[config.mk]
export PLATFORM = sky130hd
export DESIGN_NAME = tristate_bus_arbiter
export DESIGN_NICKNAME = d
export VERILOG_FILES = /design/src/rtl/tristate_bus_arbiter_pkg.sv /design/src/rtl/rr_pick8.sv /design/src/rtl/tristate_bus_arbiter.sv
export SDC_FILE = /design/constraint.sdc
export NUM_CORES = 1
export LEC_CHECK = 0
export CELL_PAD_IN_SITES_DETAIL_PLACEMENT = 1
export CELL_PAD_IN_SITES_GLOBAL_PLACEMENT = 1
export CORE_MARGIN = 2
export CORE_UTILIZATION = 48
export DETAILED_ROUTE_END_ITERATION = 16
export GPL_TIMING_DRIVEN = 0
export MAX_ROUTING_LAYER = met4
export PLACE_DENSITY = 0.91
export SLEW_MARGIN = 20
export SYNTH_ARGS = -nofsm -noshare
export SYNTH_HDL_FRONTEND = slang
export SYNTH_HIERARCHICAL = 1
export SYNTH_SLANG_ARGS = --single-unit
export TNS_END_PERCENT = 20
[constraint.sdc]
create_clock -name clk -period 8.45 [get_ports clk]
set_clock_uncertainty 0.05 [all_clocks]
set_input_delay 1.69 -clock clk [delete_from_list [all_inputs] [get_ports clk]]
set_output_delay 1.69 -clock clk [all_outputs]
set_load 0.05 [all_outputs]
[src/rtl/tristate_bus_arbiter_pkg.sv]
// Shared mux-bus definitions: source count, select width and arbiter state encoding.
// The tri-state mux wrappers import the same package, so bus width and select width stay in one place.
package tristate_bus_arbiter_pkg;

    localparam int N_SRC = 8;
    localparam int SEL_W = 3;

    typedef enum logic [1:0] {
        ST_IDLE = 2'd0,
        ST_OWN  = 2'd1,
        ST_TURN = 2'd2
    } arb_state_t;

    function automatic logic [N_SRC-1:0] idx_to_onehot(input logic [SEL_W-1:0] idx);
        return {{(N_SRC-1){1'b0}}, 1'b1} << idx;
    endfunction

endpackage

[src/rtl/rr_pick8.sv]
// Combinational round-robin picker: first asserted request at or after ptr, wrapping 7 -> 0.
module rr_pick8
    import tristate_bus_arbiter_pkg::*;
(
    input  logic [N_SRC-1:0] req,
    input  logic [SEL_W-1:0] ptr,
    output logic             valid,
    output logic [SEL_W-1:0] idx
);

    logic [SEL_W-1:0] cand;

    // Walk offsets high to low so the smallest offset from ptr is the last one to win.
    always_comb begin
        valid = 1'b0;
        idx   = ptr;
        cand  = ptr;
        for (int i = N_SRC - 1; i >= 0; i--) begin
            cand = ptr + SEL_W'(i);
            if (req[cand]) begin
                valid = 1'b1;
                idx   = cand;
            end
        end
    end

endmodule

[src/rtl/tristate_bus_arbiter.sv]
// Round-robin owner arbiter for a shared 8-source tri-state bus with hold limit and turnaround.
// sel and drv_en go straight to the 8:1 mux select lines and output-enable gating.
//
// state | meaning
// IDLE  | bus undriven, arbitrating every cycle
// OWN   | one source granted, drivers enabled, hold counter running
// TURN  | drivers off for TURN_CYC cycles, sel holds last owner
module tristate_bus_arbiter
    import tristate_bus_arbiter_pkg::*;
#(
    parameter int MAX_HOLD = 16,
    parameter int TURN_CYC = 1
)(
    input  logic             clk,
    input  logic             rst,
    input  logic [N_SRC-1:0] req,
    output logic [N_SRC-1:0] gnt,
    output logic [SEL_W-1:0] sel,
    output logic             drv_en,
    output logic             busy,
    output logic             timeout
);

    localparam logic [7:0] HOLD_MAX  = 8'(MAX_HOLD);
    localparam logic [3:0] TURN_LOAD = 4'(TURN_CYC - 1);

    arb_state_t       state;
    logic [SEL_W-1:0] ptr;
    logic [7:0]       hold_cnt;
    logic [3:0]       turn_cnt;

    logic             pick_valid;
    logic [SEL_W-1:0] pick_idx;
    logic             arb_slot;
    logic             own_done;

    rr_pick8 u_pick (
        .req   (req),
        .ptr   (ptr),
        .valid (pick_valid),
        .idx   (pick_idx)
    );

    // Requests are only looked at in IDLE and on the final TURN cycle.
    assign arb_slot = (state == ST_IDLE) || (state == ST_TURN && turn_cnt == 4'd0);
    assign own_done = !req[sel] || (hold_cnt == HOLD_MAX);

    always_ff @(posedge clk or posedge rst) begin
        if (rst) begin
            state    <= ST_IDLE;
            gnt      <= '0;
            sel      <= '0;
            drv_en   <= 1'b0;
            busy     <= 1'b0;
            timeout  <= 1'b0;
            ptr      <= '0;
            hold_cnt <= 8'd0;
            turn_cnt <= 4'd0;
        end else begin
            timeout <= 1'b0;
            if (arb_slot && pick_valid) begin
                state    <= ST_OWN;
                gnt      <= idx_to_onehot(pick_idx);
                sel      <= pick_idx;
                ptr      <= pick_idx + SEL_W'(1);
                drv_en   <= 1'b1;
                busy     <= 1'b1;
                hold_cnt <= 8'd1;
            end else if (arb_slot) begin
                state <= ST_IDLE;
                busy  <= 1'b0;
            end else if (state == ST_TURN) begin
                turn_cnt <= turn_cnt - 4'd1;
            end else if (state == ST_OWN) begin
                if (own_done) begin
                    state    <= ST_TURN;
                    gnt      <= '0;
                    drv_en   <= 1'b0;
                    turn_cnt <= TURN_LOAD;
                    hold_cnt <= 8'd0;
                    // A dropped request wins over expiry, so req still high here means forced release.
                    timeout  <= req[sel];
                end else begin
                    hold_cnt <= hold_cnt + 8'd1;
                end
            end else begin
                state  <= ST_IDLE;
                gnt    <= '0;
                drv_en <= 1'b0;
                busy   <= 1'b0;
            end
        end
    end

endmodule
==> impl_metrics.toml <==
[logic_synthesis]
synth_flop_cell = "dfrtp_1"
ys_types = 54
synthSimpleGateAreaFrac_pct = 18.3
yosys-top-cells-count = "dfrtp_1, nand2_1, nor2_1"
synthArstFlopShare_pct = 100
yosysMostFrequentCell = "dfrtp_1"
synth_top_family_by_area = "compound AO/OA/AOI/OAI gates"
syn_nets = 290
synth_top_area_share_pct = 31.2
synth_edf_count = 0
synth_area_leaders = "dfrtp_1, ha_1, mux4_2"
syn_area_um2 = 2490
avgSynthCellArea_um2 = 9.43
synth-xor-area-share_pct = 1.76
synth-adder-area-share_pct = 8.04
synthCells = 264
synth-compound-area-share_pct = 18.4
synth.area.mux_share_pct = 17.1
ys_ff_latch = 31
seq_area_frac_synth_pct = 31.2
synth_warnings = 6
synth_largest_area_cell = "dfrtp_1"

[routing]
vias = 2268
wl_um = 7220
drcViolationCount = 0
drt_iter0_markers = 137
ant_nets = 0
post_drt_via_cell_ratio = 6.21
firstDrtPassIters = 4
wl_per_cell_um = 19.8

[clock_tree]
cts_buffer_depth = 2
htree_levels = 2
clock_sink_count = 31
clock_latency_ns = 0.29
holdBufCountCts = 0
post_cts_buffers = 0
root_buffer = "clkbuf_8"
clk_pin_slew_ns = 0.07
numCtsBuffers = 5
cts_tree = "yes"
ctsResizeCount = 0

[finish]
n_antenna_cell = 0
area_growth_pct = 16.1
final_nets = 320
drive_gt1_share_pct = 11.9

[floorplanning]
die_x_um = 76.0
initial_utilization_pct = 49.4
die-area_um2 = 5780
core_um2 = 5040
fp-row-count = 26
die_h_um = 76.0
io_pins = 24

[critical_path]
critPathKind = "in2reg"
r2r_slack_ns = 4.39
cp-start-kind = "input pin"
critPathCaptureType = "register"
critPathMaxFanout = 7
required_ns = 8.61
rr_startpoint = "ptr[1]"
r2r_end = "ptr[2]"
reg2reg_depth = 13
arrival_ns = 4.81

[place]
gp_congestion = 0.855
io_buffers = 23
hpwlAfterDp_um = 5310

[global_route]
overflow = 0
grt_pass1_wl_um = 12300
top_usage_layer = "met2"
grt_antenna_before_repair = 0
grt_pass1_vias = 2397
grtUsageMet3_pct = 5.69
grtUsageMet2_pct = 45.3
grt_usage_pct = 27.5
grt_use_met1_pct = 34.6
grt_max_degree = 32

[timing]
worst_pin_slew_ns = 1.02
finalSetupTns_ns = 0
finalCritPeriodShare_pct = 55.1
finalMaxSlewViolations = 0
fin_crit_ns = 4.65
hold_viol = 0
rsz0062_at_grt = "no"
finalSetupViolCount = 0
fmax_mhz = 215
relSlewSlack_pct = 31.3

[run]
max-cap-violations = 0

[min_path]
hold-path-endpoint = "ptr[2]"
hp-start = "ptr[2]"
hold_depth = 2
worst_hold_path_type = "reg2reg"

[outcome]
status = "finished clean"
-- final cells by class --
class / instances / area (µm²)
Sequential cell: 31 / 776
Inverter: 17 / 63.8
Timing Repair Buffer: 23 / 230
Clock inverter: 3 / 15.0
Buffer: 13 / 68.8
Multi-Input combinational cell: 203 / 1580
Tap cell: 70 / 87.6
Clock buffer: 5 / 68.8
Fill cell: 607 / 2150
-- per-stage QoR --
stage | std cells | cell area (µm²) | hold WS, ns | util (%) | setup WS [ns]
floorplan | 264 | 2490 | 0.398 | - | 4.42
global placement | 357 | 2810 | 0.417 | 55.7 | 3.65
detailed placement | 357 | 2810 | 0.433 | 55.7 | 3.50
CTS | 365 | 2890 | 0.451 | 57.3 | 3.83
global route | 365 | 2890 | 0.478 | 57.3 | 3.65
finish | 365 | 2890 | 0.451 | 57.3 | 3.80
-- metal layers --
metal / wire length (µm) / vias up
met2: 3570 / 74
met5: 0 / -
li1: - / 1035
met1: 3140 / 1145
met3: 371 / 14
met4: 143 / 0
-- sequential cells by signal (all words and copies together), names as in the netlist --
register	count
busy	1
drv_en	1
gnt	8
hold_cnt	8
ptr	3
sel	3
state	2
timeout	1
turn_cnt	4
-- layout by cell type (no fill, tap or decap), drive strengths merged, types with 3 or more instances in the layout --
| cell | netlist | routed |
|---|---|---|
| and2 | 3 | 3 |
| a21oi | 10 | 10 |
| nand2b | 3 | 3 |
| a211oi | 3 | 3 |
| mux2i | 15 | 15 |
| mux2 | 9 | 9 |
| dfrtp | 31 | 31 |
| nand3 | 13 | 13 |
| nand2 | 25 | 25 |
| nor3 | 5 | 5 |
| and3 | 6 | 6 |
| inv | 17 | 17 |
| nor4 | 4 | 4 |
| buf | 6 | 6 |
| o211ai | 4 | 4 |
| clkbuf | 7 | 12 |
| a22o | 8 | 8 |
| a32o | 3 | 3 |
| nor2 | 18 | 18 |
| clkdlybuf4s50 | 0 | 23 |
| o21a | 3 | 3 |
| xnor2 | 5 | 5 |
| ha | 16 | 16 |
| o21ai | 9 | 9 |
| clkinv | 0 | 3 |
| o31ai | 3 | 3 |
| nor2b | 4 | 4 |
| mux4 | 7 | 7 |
-- critical path, stage by stage --
cell	delay, ns
clkdlybuf4s50_1	0.53
mux4_2	0.59
a22oi_1	0.21
nor2_1	0.06
a211oi_1	0.17
nor3_1	0.09
o31ai_1	0.81
inv_1	0.15
ha_1	0.35
o21ai_0	0.16
-- cells by family (layout without fill, tap and decap cells) --
family	count (synthesis)	after routing
AOI/OAI and AO/OA	62	62
xor gates and xnor gates	5	5
adders and majority gates	16	16
buffers and inverters	30	61
DFF	31	31
muxes	31	31
and+or+nand+nor	89	89
-- worst max-delay path by stage --
stage	from	end	slack (ns)
2_1_floorplan	req[2]	ptr[2]	4.42
3_3_place_gp	req[0]	ptr[2]	3.65
3_5_place_dp	req[3]	ptr[2]	3.50
4_1_cts	req[0]	ptr[2]	3.83
5_1_grt	req[0]	ptr[2]	3.65
6_report	req[0]	ptr[2]	3.80
Power is left out: the tool's default activity adds up to more than one toggle a clock period on the data nets, which glitch-free logic cannot reach.
==> variant 1, RTL diff (same settings) <==
The package constant `N_SRC` goes from 8 to 7.
--- a/src/rtl/tristate_bus_arbiter_pkg.sv
+++ b/src/rtl/tristate_bus_arbiter_pkg.sv
@@ -2,7 +2,7 @@
 // The tri-state mux wrappers import the same package, so bus width and select width stay in one place.
 package tristate_bus_arbiter_pkg;
 
-    localparam int N_SRC = 8;
+    localparam int N_SRC = 7;
     localparam int SEL_W = 3;
 
     typedef enum logic [1:0] {
Ports: changed (resized gnt and req); port bits go from 24 to 22. The function was not compared with the original's and may differ.
==> variant 1 against the unedited design <==
Sequential share of layout area shrank 0.72 points. Sequential cell count shrank 1. Final area shrank 0.56%. Setup slack lost 0.16 ns. Hold slack gained 0.031 ns. Critical endpoint unchanged. Routed wire length grew 8.0%. Via count grew 3.7%. Synthesized area shrank 2.1%.
Power is left out: the tool's default activity adds up to more than one toggle a clock period on the data nets, which glitch-free logic cannot reach.
==> variant 1: results (changes against the unedited design) <==
largest net degree at the start of global routing=31 (was 32); CTS root buf=clkbuf_8 (unchanged); Worst Hold End=gnt[1] (was ptr[2]); post-synthesis sequential area ratio=30.8% (was 31.2%); reg2reg start=ptr[0] (was ptr[1]); Yosys cell types=57 (was 54); Final Max Slew Viols=0 (unchanged); nets=327 (was 320); Async SR Flop Fraction=100% (unchanged); GRT Util Overall=31.1% (was 27.5%); GPL Wtd Cong=0.883 (was 0.855); slowest stage cell, crit path=mux4_1 (was o31ai_1); CTS buffer count=5 (unchanged); multiplexer area fraction after synthesis=16.2% (was 17.1%); worst skew pair latency=0.30 ns; post-CTS sizing=0 (unchanged); Post-synth top cells=34 x nand2_1, 30 x dfrtp_1, 25 x a21oi_1 (was 31 x dfrtp_1, 25 x nand2_1, 18 x nor2_1); critical path's top delay family=compound AO/OA/AOI/OAI gates (unchanged); top cells by area, synth=dfrtp_1 31%, ha_1 7.7%, mux2i_1 6.2% (was dfrtp_1 31%, ha_1 8.0%, mux4_2 6.3%); DPL Wire Length=5.25 mm (was 5.31 mm); Placed Area=2730 µm² (was 2810 µm²); top flop regs=hold_cnt (8), gnt (7), turn_cnt (4) (was gnt (8), hold_cnt (8), turn_cnt (4)); fin cells=371 (was 365); via count=2351 (was 2268); status=completed (unchanged); DP Cell Count=363 (was 357); r2r setup slk=4.30 ns (was 4.39 ns); # diodes=0 (unchanged); crit path to=ptr[2] (unchanged); Adder-Cell Fraction of Synth Area=7.70% (was 8.04%); Crit. Startpoint=req[3] (was req[0]); Place WS=3.54 ns (was 3.50 ns); clk buf depth=2 (unchanged); IO buf count=21 (was 23); Hold WS=0.482 ns (was 0.451 ns); DRT Wirelength=7.80 mm (was 7.22 mm); DRT iter0 DRCs=212 (was 137); layout cells sized above 1=11.5% (was 11.9%); Post-CTS Setup Bufs=0 (unchanged); Syn Area/Cell=8.86 µm² (was 9.43 µm²); first-pass GRT wire length=12.4 mm (was 12.3 mm); max incr delay on CP=0.66 ns (was 0.81 ns); Synth Area in XOR/XNOR=1.44% (was 1.76%); first-pass iteration count of the detailed router=4 (unchanged); CP Max Fanout=7 (unchanged); Worst Hold Launch=gnt[1] (was ptr[2]); worst r2r path cells=13 (unchanged); period utilisation layout=56.9% (was 55.1%); Post-Synthesis Net Count=299 (was 290); Yosys Warn Count=6 (unchanged); Worst-path clk slew=0.08 ns; initial antenna violation count=0 (unchanged); Hold Path Stages=2 (unchanged); # H-tree levels=2 (unchanged); Worst Hold Class=reg -> reg (unchanged); worst slew pin tran=0.974 ns (was 1.02 ns); Synth Area in Compound Gates=18.3% (was 18.4%); vias in the first global route=2476 (was 2397); CP arrival=4.94 ns (was 4.81 ns); Post-synth top flop=dfrtp_1 (unchanged)
variant 1: changes by cell type after synthesis, sizes merged, moves of 4 or more:
cell	before	now
a21oi	10	25
a22o	8	0
a31oi	1	5
and3	6	2
nand2	25	34
nand3	13	18
nor2	18	10
o21ai	9	16
variant 1: cell type report:
class / count / area, µm²
clock buffers: 6 / 82.6
flip-flops and latches: 30 / 751
plain buffers: 11 / 71.3
fillers: 596 / 1940
multi-input cells: 212 / 1530
repair buffers: 21 / 210
inverters: 22 / 82.6
clock inverters: 2 / 60.1
well taps: 67 / 83.8
variant 1: worst min-delay path: cells and delay by family (launching register included):
family,cells,cell delay [ns]
AOI/OAI and AO/OA,1,0.05
and+or+nand+nor,1,0.06
DFF,1,0.38
variant 1: per-layer routing:
metal	routed length (µm)	track usage, %	vias to the layer above	share of wire (%)
met5	0	-	-	0
met4	208	14.6	0	2.7
met3	373	5.09	19	4.8
met2	3910	51.6	80	50
met1	3310	36.9	1193	42
li1	-	-	1059	-
==> variant 2, RTL diff (config.mk and constraints unchanged) <==
Without the edit above. Register the output `timeout` once more, without a reset; this adds one clock of latency there. The other outputs are not delayed to match.
--- a/src/rtl/tristate_bus_arbiter.sv
+++ b/src/rtl/tristate_bus_arbiter.sv
@@ -23,6 +23,8 @@
 
     localparam logic [7:0] HOLD_MAX  = 8'(MAX_HOLD);
     localparam logic [3:0] TURN_LOAD = 4'(TURN_CYC - 1);
+
+    logic timeout_s0;
 
     arb_state_t       state;
     logic [SEL_W-1:0] ptr;
@@ -52,12 +54,12 @@
             sel      <= '0;
             drv_en   <= 1'b0;
             busy     <= 1'b0;
-            timeout  <= 1'b0;
+            timeout_s0 <= 1'b0;
             ptr      <= '0;
             hold_cnt <= 8'd0;
             turn_cnt <= 4'd0;
         end else begin
-            timeout <= 1'b0;
+            timeout_s0 <= 1'b0;
             if (arb_slot && pick_valid) begin
                 state    <= ST_OWN;
                 gnt      <= idx_to_onehot(pick_idx);
@@ -79,7 +81,7 @@
                     turn_cnt <= TURN_LOAD;
                     hold_cnt <= 8'd0;
                     // A dropped request wins over expiry, so req still high here means forced release.
-                    timeout  <= req[sel];
+                    timeout_s0 <= req[sel];
                 end else begin
                     hold_cnt <= hold_cnt + 8'd1;
                 end
@@ -92,4 +94,8 @@
         end
     end
 
+    always_ff @(posedge clk) begin
+        timeout <= timeout_s0;
+    end
+
 endmodule
Check against the original RTL: no difference found for any inputs over 10 cycles, from zero or initial values and one cycle with rst high; that may be too few to reach the edited logic, so the function may still have changed.
==> variant 2 against the unedited design <==
Sequential cell count increased by 1. Count of clock-buffer cells in the layout up 2. Global-route usage shrank 1.4 points. Final area is 3.5% higher. Routed wire length decreased by 2.3%. Setup slack got worse by 0.016 ns. Synthesized area increased by 2.4%. Utilization is 1.3 points higher. Register-to-register slack got worse by 0.02 ns.
Power is left out: the tool's default activity adds up to more than one toggle a clock period on the data nets, which glitch-free logic cannot reach.
==> variant 2: results (changes against the unedited design) <==
status=completed (unchanged); Post-Synthesis Net Count=289 (was 290); Async SR Flop Fraction=96.9% (was 100%); DR WL/cell=19.4 µm (was 19.8 µm); r2r setup slk=4.37 ns (was 4.39 ns); GRT Util Overall=26.1% (was 27.5%); nets=319 (was 320); initial antenna violation count=0 (unchanged); DPL Wire Length=5.08 mm (was 5.31 mm); worst slew pin tran=0.925 ns (was 1.02 ns); Worst Hold End=timeout (was ptr[2]); CP arrival=4.83 ns (was 4.81 ns); first-pass iteration count of the detailed router=4 (unchanged); layout cells sized above 1=15.3% (was 11.9%); Post-synth top cells=31 x dfrtp_1, 25 x nand2_1, 17 x nor2_1 (was 31 x dfrtp_1, 25 x nand2_1, 18 x nor2_1); post-synthesis sequential area ratio=31.2% (about the same); Worst Hold Launch=timeout_s0 (was ptr[2]); DRT iter0 DRCs=149 (was 137); filler instances=592 (was 607); first-pass GRT wire length=12.1 mm (was 12.3 mm); vias in the first global route=2413 (was 2397); GPL Wtd Cong=0.928 (was 0.855); DR vias/cell=6.16 (was 6.21); Yosys cell types=57 (was 54); top cells by area, synth=dfrtp_1 30%, ha_1 7.9%, mux4_2 6.2% (was dfrtp_1 31%, ha_1 8.0%, mux4_2 6.3%); CP Max Fanout=7 (unchanged); IO buf count=23 (unchanged)
## variant 2: changes by cell type after synthesis, moves of 2 or more
cell,before,now
mux2_1,2,0
nand3_1,13,11
buf_2,4,6
or3_1,2,0
nor3b_1,0,2
a22o_1,8,6
clkbuf_1,7,5
nor3_1,5,3
o21ai_0,8,10
## variant 2: stage by stage
stage,area (µm²),hold WS (ns),setup slack [ns],cells,utilization (%)
after floorplan,2550,0.274,4.42,263,-
after global placement,2870,0.277,3.63,356,56.1
after detailed placement,2870,0.295,3.55,356,56.1
after CTS,2990,0.315,3.82,364,58.6
after global routing,2990,0.322,3.59,364,58.6
final,2990,0.308,3.78,364,58.6
## variant 2: cell type report
type	count	area, µm²	share of cell area, %
plain buffers	13	71.3	2.38
multi-input cells	202	1620	54.2
flip-flops and latches	32	796	26.6
inverters	16	60.1	2.01
repair buffers	23	230	7.70
well taps	70	87.6	2.93
clock buffers	7	96.3	3.22
clock inverters	1	30.0	1.00
## variant 2: critical path: stages
cell and delay, ns:
clkdlybuf4s50_1 0.52, mux4_2 0.60, a22oi_1 0.21, nor2_1 0.06, a211oi_1 0.20, nor3_1 0.09, o31ai_1 0.75, inv_1 0.19
ha_1 0.35, o21ai_0 0.16
## variant 2: logic make-up after synthesis
family | Yosys count | synth area share, %
adder cells (fa/ha/maj) | 16 | 7.86
multiplexers | 32 | 17.2
flip-flops | 32 | 31.2
AO/OA/AOI/OAI | 61 | 19.0
buffers and inverters | 29 | 5.16
XOR/XNOR | 5 | 1.72
AND/OR/NAND/NOR | 88 | 17.8
## variant 2: routing by layer
layer  global-route usage [%]  vias up  routed length [µm]
met5                        -        -                   0
met4                     6.73        0                  86
met3                     4.59       12                 332
met2                     42.5       67                3440
met1                     33.9     1135                3200
li1                         -     1029                   -
